**src/rtl/mips_ctrl_pkg.sv**
```systemverilog
// Shared MIPS control constants: opcodes, funct codes, loader request kinds
// and the loader FSM states. Encoder and control-unit decoder both use these.
package mips_ctrl_pkg;

    localparam logic [5:0] OP_RTYPE  = 6'b000000;
    localparam logic [5:0] OP_LW     = 6'b100011;
    localparam logic [5:0] OP_SW     = 6'b101011;
    localparam logic [5:0] OP_BEQ    = 6'b000100;
    localparam logic [5:0] OP_J      = 6'b000010;
    localparam logic [5:0] OP_ADDI   = 6'b001000;
    localparam logic [5:0] OP_ANDI   = 6'b001100;
    localparam logic [5:0] OP_ORI    = 6'b001101;

    localparam logic [5:0] FUNCT_ADD = 6'b100000;

    typedef enum logic [3:0] {
        K_ADD  = 4'd0,
        K_LW   = 4'd1,
        K_SW   = 4'd2,
        K_BEQ  = 4'd3,
        K_J    = 4'd4,
        K_ADDI = 4'd5,
        K_ANDI = 4'd6,
        K_ORI  = 4'd7,
        K_NOP  = 4'd8
    } kind_e;

    typedef enum logic [2:0] {
        S_IDLE,
        S_LOAD,
        S_WRITE,
        S_FULL,
        S_DONE
    } state_e;

endpackage

```
**src/rtl/instr_field_encoder.sv**
```systemverilog
// Combinational encoder: symbolic request fields to a 32-bit MIPS word.
// Fields a kind does not use never reach the output word.
module instr_field_encoder
    import mips_ctrl_pkg::*;
(
    input  logic [3:0]  kind,
    input  logic [4:0]  rs,
    input  logic [4:0]  rt,
    input  logic [4:0]  rd,
    input  logic [15:0] imm,
    input  logic [25:0] target,
    output logic [31:0] word,
    output logic        legal
);

    always_comb begin
        word  = 32'h0;
        legal = 1'b1;
        case (kind)
            K_ADD:  word = {OP_RTYPE, rs, rt, rd, 5'b0, FUNCT_ADD};
            K_LW:   word = {OP_LW, rs, rt, imm};
            K_SW:   word = {OP_SW, rs, rt, imm};
            K_BEQ:  word = {OP_BEQ, rs, rt, imm};
            K_J:    word = {OP_J, target};
            K_ADDI: word = {OP_ADDI, rs, rt, imm};
            K_ANDI: word = {OP_ANDI, rs, rt, imm};
            K_ORI:  word = {OP_ORI, rs, rt, imm};
            K_NOP:  word = 32'h0;
            default: legal = 1'b0;
        endcase
    end

endmodule

```
**src/rtl/instr_loader.sv**
```systemverilog
// Instruction loader: accepts symbolic requests, encodes them and writes
// one word every two cycles into instruction memory from a base address.
module instr_loader
    import mips_ctrl_pkg::*;
#(
    parameter int DEPTH  = 64,
    parameter int ADDR_W = 6
) (
    input  logic              clk,
    input  logic              rst_n,
    input  logic              start,
    input  logic [ADDR_W-1:0] start_addr,
    input  logic              finish,
    input  logic              req_valid,
    output logic              req_ready,
    input  logic [3:0]        req_kind,
    input  logic [4:0]        req_rs,
    input  logic [4:0]        req_rt,
    input  logic [4:0]        req_rd,
    input  logic [15:0]       req_imm,
    input  logic [25:0]       req_target,
    output logic              imem_we,
    output logic [ADDR_W-1:0] imem_addr,
    output logic [31:0]       imem_wdata,
    output logic [ADDR_W:0]   count,
    output logic              full,
    output logic              done,
    output logic              err
);

    localparam logic [ADDR_W:0] DEPTH_C = (ADDR_W+1)'(DEPTH);

    state_e              state_q, state_d;
    logic [ADDR_W-1:0]   ptr_q, ptr_d;
    logic [ADDR_W:0]     count_q, count_d;
    logic                err_q, err_d;
    logic                fin_q, fin_d;
    logic [ADDR_W-1:0]   addr_q, addr_d;
    logic [31:0]         wdata_q, wdata_d;

    logic [31:0]         enc_word;
    logic                enc_legal;
    logic                accept;
    logic [ADDR_W:0]     count_inc;

    instr_field_encoder u_enc (
        .kind   (req_kind),
        .rs     (req_rs),
        .rt     (req_rt),
        .rd     (req_rd),
        .imm    (req_imm),
        .target (req_target),
        .word   (enc_word),
        .legal  (enc_legal)
    );

    // start wins everywhere, so it also masks the handshake and the strobe
    assign full      = (count_q == DEPTH_C);
    assign req_ready = (state_q == S_LOAD) && !full && !start;
    assign imem_we   = (state_q == S_WRITE) && !start;
    assign done      = (state_q == S_DONE);
    assign err       = err_q;
    assign count     = count_q;
    assign imem_addr = addr_q;
    assign imem_wdata = wdata_q;
    assign accept    = req_valid && req_ready;
    assign count_inc = count_q + 1'b1;

    always_comb begin
        state_d = state_q;
        ptr_d   = ptr_q;
        count_d = count_q;
        err_d   = err_q;
        fin_d   = fin_q;
        addr_d  = addr_q;
        wdata_d = wdata_q;
        if (start) begin
            state_d = S_LOAD;
            ptr_d   = start_addr;
            count_d = '0;
            err_d   = 1'b0;
            fin_d   = 1'b0;
        end else begin
            case (state_q)
                S_IDLE: ;
                S_LOAD: begin
                    if (accept && enc_legal) begin
                        addr_d  = ptr_q;
                        wdata_d = enc_word;
                        fin_d   = finish;
                        state_d = S_WRITE;
                    end else begin
                        if (accept) err_d = 1'b1;
                        if (finish) state_d = S_DONE;
                    end
                end
                S_WRITE: begin
                    ptr_d   = ptr_q + 1'b1;
                    count_d = count_inc;
                    fin_d   = 1'b0;
                    if (fin_q || finish) state_d = S_DONE;
                    else if (count_inc == DEPTH_C) state_d = S_FULL;
                    else state_d = S_LOAD;
                end
                S_FULL: if (finish) state_d = S_DONE;
                S_DONE: ;
                default: state_d = S_IDLE;
            endcase
        end
    end

    always_ff @(posedge clk or negedge rst_n) begin
        if (!rst_n) begin
            state_q <= S_IDLE;
            ptr_q   <= '0;
            count_q <= '0;
            err_q   <= 1'b0;
            fin_q   <= 1'b0;
            addr_q  <= '0;
            wdata_q <= '0;
        end else begin
            state_q <= state_d;
            ptr_q   <= ptr_d;
            count_q <= count_d;
            err_q   <= err_d;
            fin_q   <= fin_d;
            addr_q  <= addr_d;
            wdata_q <= wdata_d;
        end
    end

endmodule

```
**config.mk**
```make
export PLATFORM = sky130hd
export DESIGN_NAME = instr_loader
export DESIGN_NICKNAME = d
export VERILOG_FILES = /design/src/rtl/mips_ctrl_pkg.sv /design/src/rtl/instr_field_encoder.sv /design/src/rtl/instr_loader.sv
export SDC_FILE = /design/constraint.sdc
export NUM_CORES = 1
export LEC_CHECK = 0
export ABC_CLOCK_PERIOD_IN_PS = 3910
export CAP_MARGIN = 15
export CORE_ASPECT_RATIO = 2
export CORE_UTILIZATION = 25
export DETAILED_ROUTE_END_ITERATION = 12
export GPL_ROUTABILITY_DRIVEN = 0
export REMOVE_ABC_BUFFERS = 1
export SYNTH_ARGS = -nofsm -noshare
export SYNTH_HDL_FRONTEND = slang
export SYNTH_SLANG_ARGS = --single-unit
```
**constraint.sdc**
```tcl
create_clock -name clk -period 3.91 [get_ports clk]
set_input_delay 0.782 -clock clk [delete_from_list [all_inputs] [get_ports clk]]
set_output_delay 0.782 -clock clk [all_outputs]
set_load 0.02 [all_outputs]
```
# After elaboration in Yosys (flattened, before gate mapping)
# Index checks and enable logic that the tools add are counted.
# word_totals
ff_bits,56
latch_bits,0
ramBits,0
mem_bits_ro,0
out_inout_bits,50
word_cells,65
mem_count,0
# op_classes
add_sub_neg,2
mul,0
n_div,0
n_lt_le_gt_ge,0
n_eq_ne,17
shift,0
n_mux,19
n_bitwise,1
reduce_logical,19
# ops
operator,count
one-hot mux 32 bit (8 select lines),1
equality test 4 x 3 -> 1 bit (second input constant),4
equality test 7 bit (second input constant),2
two-way mux 7 bit,2
two-way mux 3 bit,4
two-way mux 6 bit,2
one-hot mux 3 bit (4 select lines),1
OR reduction 9 bit,1
equality test 4 x 2 -> 1 bit (second input constant),2
adder 7 x 1 -> 7 bit (second input constant),1
two-way mux 1 bit,7
adder 6 x 1 -> 6 bit (second input constant),1
equality test 3 x 2 -> 1 bit (second input constant),2
AND reduction 3 bit,2
nonzero test 2 bit,3
logical AND 1 bit,5
equality test 4 x 1 -> 1 bit (second input constant),1
equality test 4 bit (second input constant),1
logical NOT 4 bit,1
equality test 3 x 1 -> 1 bit (second input constant),1
equality test 3 bit (second input constant),1
logical NOT 3 bit,1
inequality test 3 x 2 -> 1 bit (second input constant),1
nonzero test 3 bit,1
other kinds (9),10

# Longest topological paths before layout
# logic_depth
word_depth,9
depth_mapped,8
mapped_depth_nobuf,6

# Cells and area by module
# A second synthesis with hierarchy kept.
# unflattened
hier_cells,306
hier_area_um2,3429.5
# modules_own_cells
module,instances,cells_each,area_per_inst_um2
instr_loader,1,198,2627.5
instr_field_encoder,1,108,802.0

# Worst setup path before layout
# Ideal clock, no wire load.
# synth_path
path_type,register to output
startpoint,"register count_q[2], in the netlist count[2]"
endpoint,output port req_ready
arrival_ps,1620
t_required_ps,3128
setup_slack_ps,1508
path_stages_with_launch,5
cell_sequence,dfrtp_1 buf_2 or4_4 nor2_2 nor2b_1
# synth_between
elab_chain_cells,4
# synth_rtl
item,line,text
from (decl),instr_loader.sv:35,"logic [ADDR_W:0] count_q, count_d;"
from (signal assigned),instr_loader.sv:124,count_q <= count_d;
equality test 7 bit,instr_loader.sv:58,assign full = (count_q == DEPTH_C);
named net full,instr_loader.sv:26,"output logic full,"
logical NOT 1 bit,instr_loader.sv:59,assign req_ready = (state_q == S_LOAD) && !full && !start;
logical AND 1 bit (2 in a row),instr_loader.sv:59,
to (decl),instr_loader.sv:15,"output logic req_ready,"
# The timed path passes the listed nets, and every way through them passes these cells.

# Worst setup path after layout
# layout_path
startpoint,input port start
endpoint,output port req_ready
# layout_between
elab_chain_cells,2
# layout_rtl
item,line,text
from (decl),instr_loader.sv:11,"input logic start,"
logical NOT 1 bit,instr_loader.sv:59,
logical AND 1 bit,instr_loader.sv:59,
# No other way between the ends.

==> metrics.csv <==
stage;metric;value;unit
placement;preCtsSetupSlack;0.609;ns
logic_synthesis;syn_avg_cell_area;9.61;um2
global_route;grt_first_pass_wirelength;13.4;mm
clocking;cts_buffers;5;
logic_synthesis;netlist_instances;294;
clocking;cts-root-buf;clkbuf_16;
clocking;cts_resized;0;
power_and_ir_drop;total_power;1.84;mW
critical_path;cp.arrival;2.52;ns
floorplanning;dieWidth;77.2;um
routing;ant_nets;0;
clocking;postCtsHoldBufs;0;
floorplanning;rows;54;
global_route;antenna_found_initial;0;
min_path;hold_class;reg -> reg;
placement;place_area;0.00413;mm2
global_route;grt_pass1_vias;2736;
clocking;clk_pin_slew;0.07;ns
global_route;grt_usage;14.3;%
logic_synthesis;ys.flop_type;dfrtp_1;
routing;wl;7.95;mm
finish;fin_util;39.0;%
finish;syn2layout_area_growth;51.3;%
placement;numPortBuffers;120;
critical_path;cp-end-kind;primary output;
routing;post_drt_wl_per_cell;14.6;um
sta;max_freq;302;MHz
power_and_ir_drop;worst_ir_drop_vdd;0.000184;V
logic_synthesis;netlist_area;0.00283;mm2
critical_path;critical_path.top_delay_family;buffers and inverters;
logic_synthesis;synth_edf_count;0;
sta;final_max_slew_viol_count;0;
clocking;clock_sinks;55;
sta;setup_viol;0;
logic_synthesis;synth.ff_latch_count;55;
critical_path;critical_path.max_fanout;5;
power_and_ir_drop;p_per_area;430;mW/mm2
routing;routed_via_density;4.68;
power_and_ir_drop;leakage;1.78;nW
placement;dp.final_hpwl;6.04;mm
critical_path;crit_chain;clkdlybuf4s50_1 -> nor4b_4 -> nor2b_1 -> clkdlybuf4s50_1;
floorplanning;ios;122;
finish;antenna_cells;0;
finish;stdcell_area;0.00427;mm2
critical_path;cpMostUsedCell;clkdlybuf4s50_1;
sta;clock_skew;0.00655;ns
critical_path;cpPeakStageDelay;0.61;ns
placement;place_inst;539;
global_route;grt_start_max_net_pins;30;
clocking;cts_tree;built;
routing;drt_iter0_drc;74;
floorplanning;die_h;152;um
sta;tightest_slew;0.939;ns
job;cap_violations;0;
run_status;run_status;completed;
routing;post-route-drc-count;0;
floorplanning;core-area;0.0109;mm2
critical_path;required;3.13;ns
sta;postLayoutSetupSlackWorst;0.604;ns
critical_path;crit_buf_inv;2;
sta;fin_crit;3.31;ns
finish;drive_gt1_share;7.14;%
clocking;h-tree-depth;2;
global_route;grt_overflow;0;
critical_path;startpoint_type;input port;
clocking;clkLatencyLatePin;0.29;ns
logic_synthesis;synth_seq_area_share;48.7;%
critical_path;critPathSlowestCell;clkdlybuf4s50_1;
logic_synthesis;synth_cell_type_count;43;
finish;fin_nets;481;
clocking;postCtsSetupRepairBufs;0;
clocking;clock_path_buffers;2;
logic_synthesis;synthArstFlopShare;100;%
critical_path;crit_type;in -> out;
sta;fin_crit_sh;84.6;%
routing;via_count;2556;
sta;tns;0;ns
routing;first_pass_iters;4;
logic_synthesis;yosysWarnings;0;
finish;fin_cells;546;
sta;rsz0062_at_grt;false;
sta;hold_viol;0;
floorplanning;start_util;25.8;%
sta;relSlewSlack;37.4;%
sta;whs;0.481;ns
floorplanning;die_area;0.0118;mm2
-- cell type report --
cell class | count | area [um2]
Inverter | 4 | 15.0
Clock buffer | 6 | 139
Tap cell | 140 | 175
Multi-Input combinational cell | 214 | 1320
Timing Repair Buffer | 126 | 1240
Fill cell | 1176 | 6670
Sequential cell | 55 | 1380
Clock inverter | 1 | 5.00
-- Yosys cell counts, types with 2 or more instances --
| master | number | area (um2) |
|---|---|---|
| dfrtp_1 | 55 | 1380 |
| nand2_1 | 49 | 184 |
| o21ai_0 | 25 | 125 |
| a21oi_1 | 20 | 100 |
| mux2i_1 | 16 | 160 |
| o21ai_1 | 14 | 70.1 |
| and3_1 | 12 | 75.1 |
| nor2_1 | 12 | 45.0 |
| clkbuf_1 | 10 | 37.5 |
| xor2_1 | 10 | 87.6 |
| mux2_2 | 7 | 78.8 |
| nand4_1 | 7 | 43.8 |
| buf_4 | 6 | 45.0 |
| inv_1 | 4 | 15.0 |
| nor3_1 | 4 | 20.0 |
| ha_1 | 3 | 37.5 |
| nand3_1 | 3 | 15.0 |
| xnor2_1 | 3 | 26.3 |
| buf_1 | 2 | 7.51 |
| buf_2 | 2 | 10.0 |
| nand2b_1 | 2 | 12.5 |
| nor2b_1 | 2 | 12.5 |
| nor3b_1 | 2 | 15.0 |
| o31ai_1 | 2 | 15.0 |
| o41ai_1 | 2 | 17.5 |
| or2_2 | 2 | 12.5 |
| or3_1 | 2 | 12.5 |
-- layer usage --
layer	vias to the layer above	share of wire, %	global-route usage (%)	wire length (um)
li1	1238	-	-	-
met1	1231	36	14.9	2870
met2	75	57	27.6	4500
met3	12	5.1	2.63	407
met4	0	2.2	5.39	173
met5	-	0	0	0
-- power breakdown --
group / internal (mW) / total (mW) / switching (mW) / leakage, nW
Clock: 0.251 / 0.446 / 0.195 / 0.0727
Sequential: 0.686 / 0.757 / 0.0717 / 0.708
Combinational: 0.327 / 0.633 / 0.307 / 1.00
Total: 1.26 / 1.84 / 0.573 / 1.78
-- final timing paths --
check | start | to | slack (ns) | cells after the start
max in group asynchronous | rst_n | imem_wdata[1] | 2.55 | 2
min in group asynchronous | rst_n | state_q[2] | 0.52 | 1
worst max register to register | count[2] | imem_addr[1] | 1.27 | 4
worst min register to register | imem_wdata[0] | imem_wdata[0] | 0.48 | 2
worst min-delay path | imem_wdata[0] | imem_wdata[0] | 0.48 | 2
worst max-delay path | start | req_ready | 0.60 | 4
-- sequential cells by signal, summed over array words and instances, names as in the netlist --
| register | flops |
|---|---|
| count | 7 |
| err | 1 |
| fin_q | 1 |
| imem_addr | 6 |
| imem_wdata | 31 |
| ptr_q | 6 |
| state_q | 3 |
-- cells in the final DEF, fill, tap and decap left out, types with 3 or more instances in the layout --
| cell | synthesis | routed |
|---|---|---|
| mux2i_1 | 16 | 16 |
| nor3_1 | 4 | 4 |
| clkbuf_16 | 0 | 5 |
| ha_1 | 3 | 3 |
| nand4_1 | 7 | 7 |
| o21ai_0 | 25 | 25 |
| o21ai_1 | 14 | 14 |
| nand3_1 | 3 | 3 |
| dfrtp_1 | 55 | 55 |
| xor2_1 | 10 | 10 |
| buf_4 | 6 | 6 |
| and3_1 | 12 | 12 |
| mux2_2 | 7 | 7 |
| inv_1 | 4 | 4 |
| clkdlybuf4s50_1 | 0 | 119 |
| a21oi_1 | 20 | 20 |
| xnor2_1 | 3 | 3 |
| nand2_1 | 49 | 49 |
| nor2_1 | 12 | 12 |
-- kinds of logic (layout without fill, tap and decap cells) --
kind of cell	Yosys count	after routing	synth area share [%]
xor+xnor	13	13	4.03
fa+ha+maj	3	3	1.33
simple gates	103	103	18.1
other cells	1	1	0.133
compound gates	71	71	14.7
mux	23	23	8.46
flops	55	55	48.7
buf+inv	25	137	4.47
-- worst register-to-register path: stages (launching register included) --
cell and delay [ns]:
dfrtp_1 0.49, or4_4 0.62, o2111ai_4 0.67, buf_4 0.38, mux2_2 0.37
(Power assumes the default switching activity.)
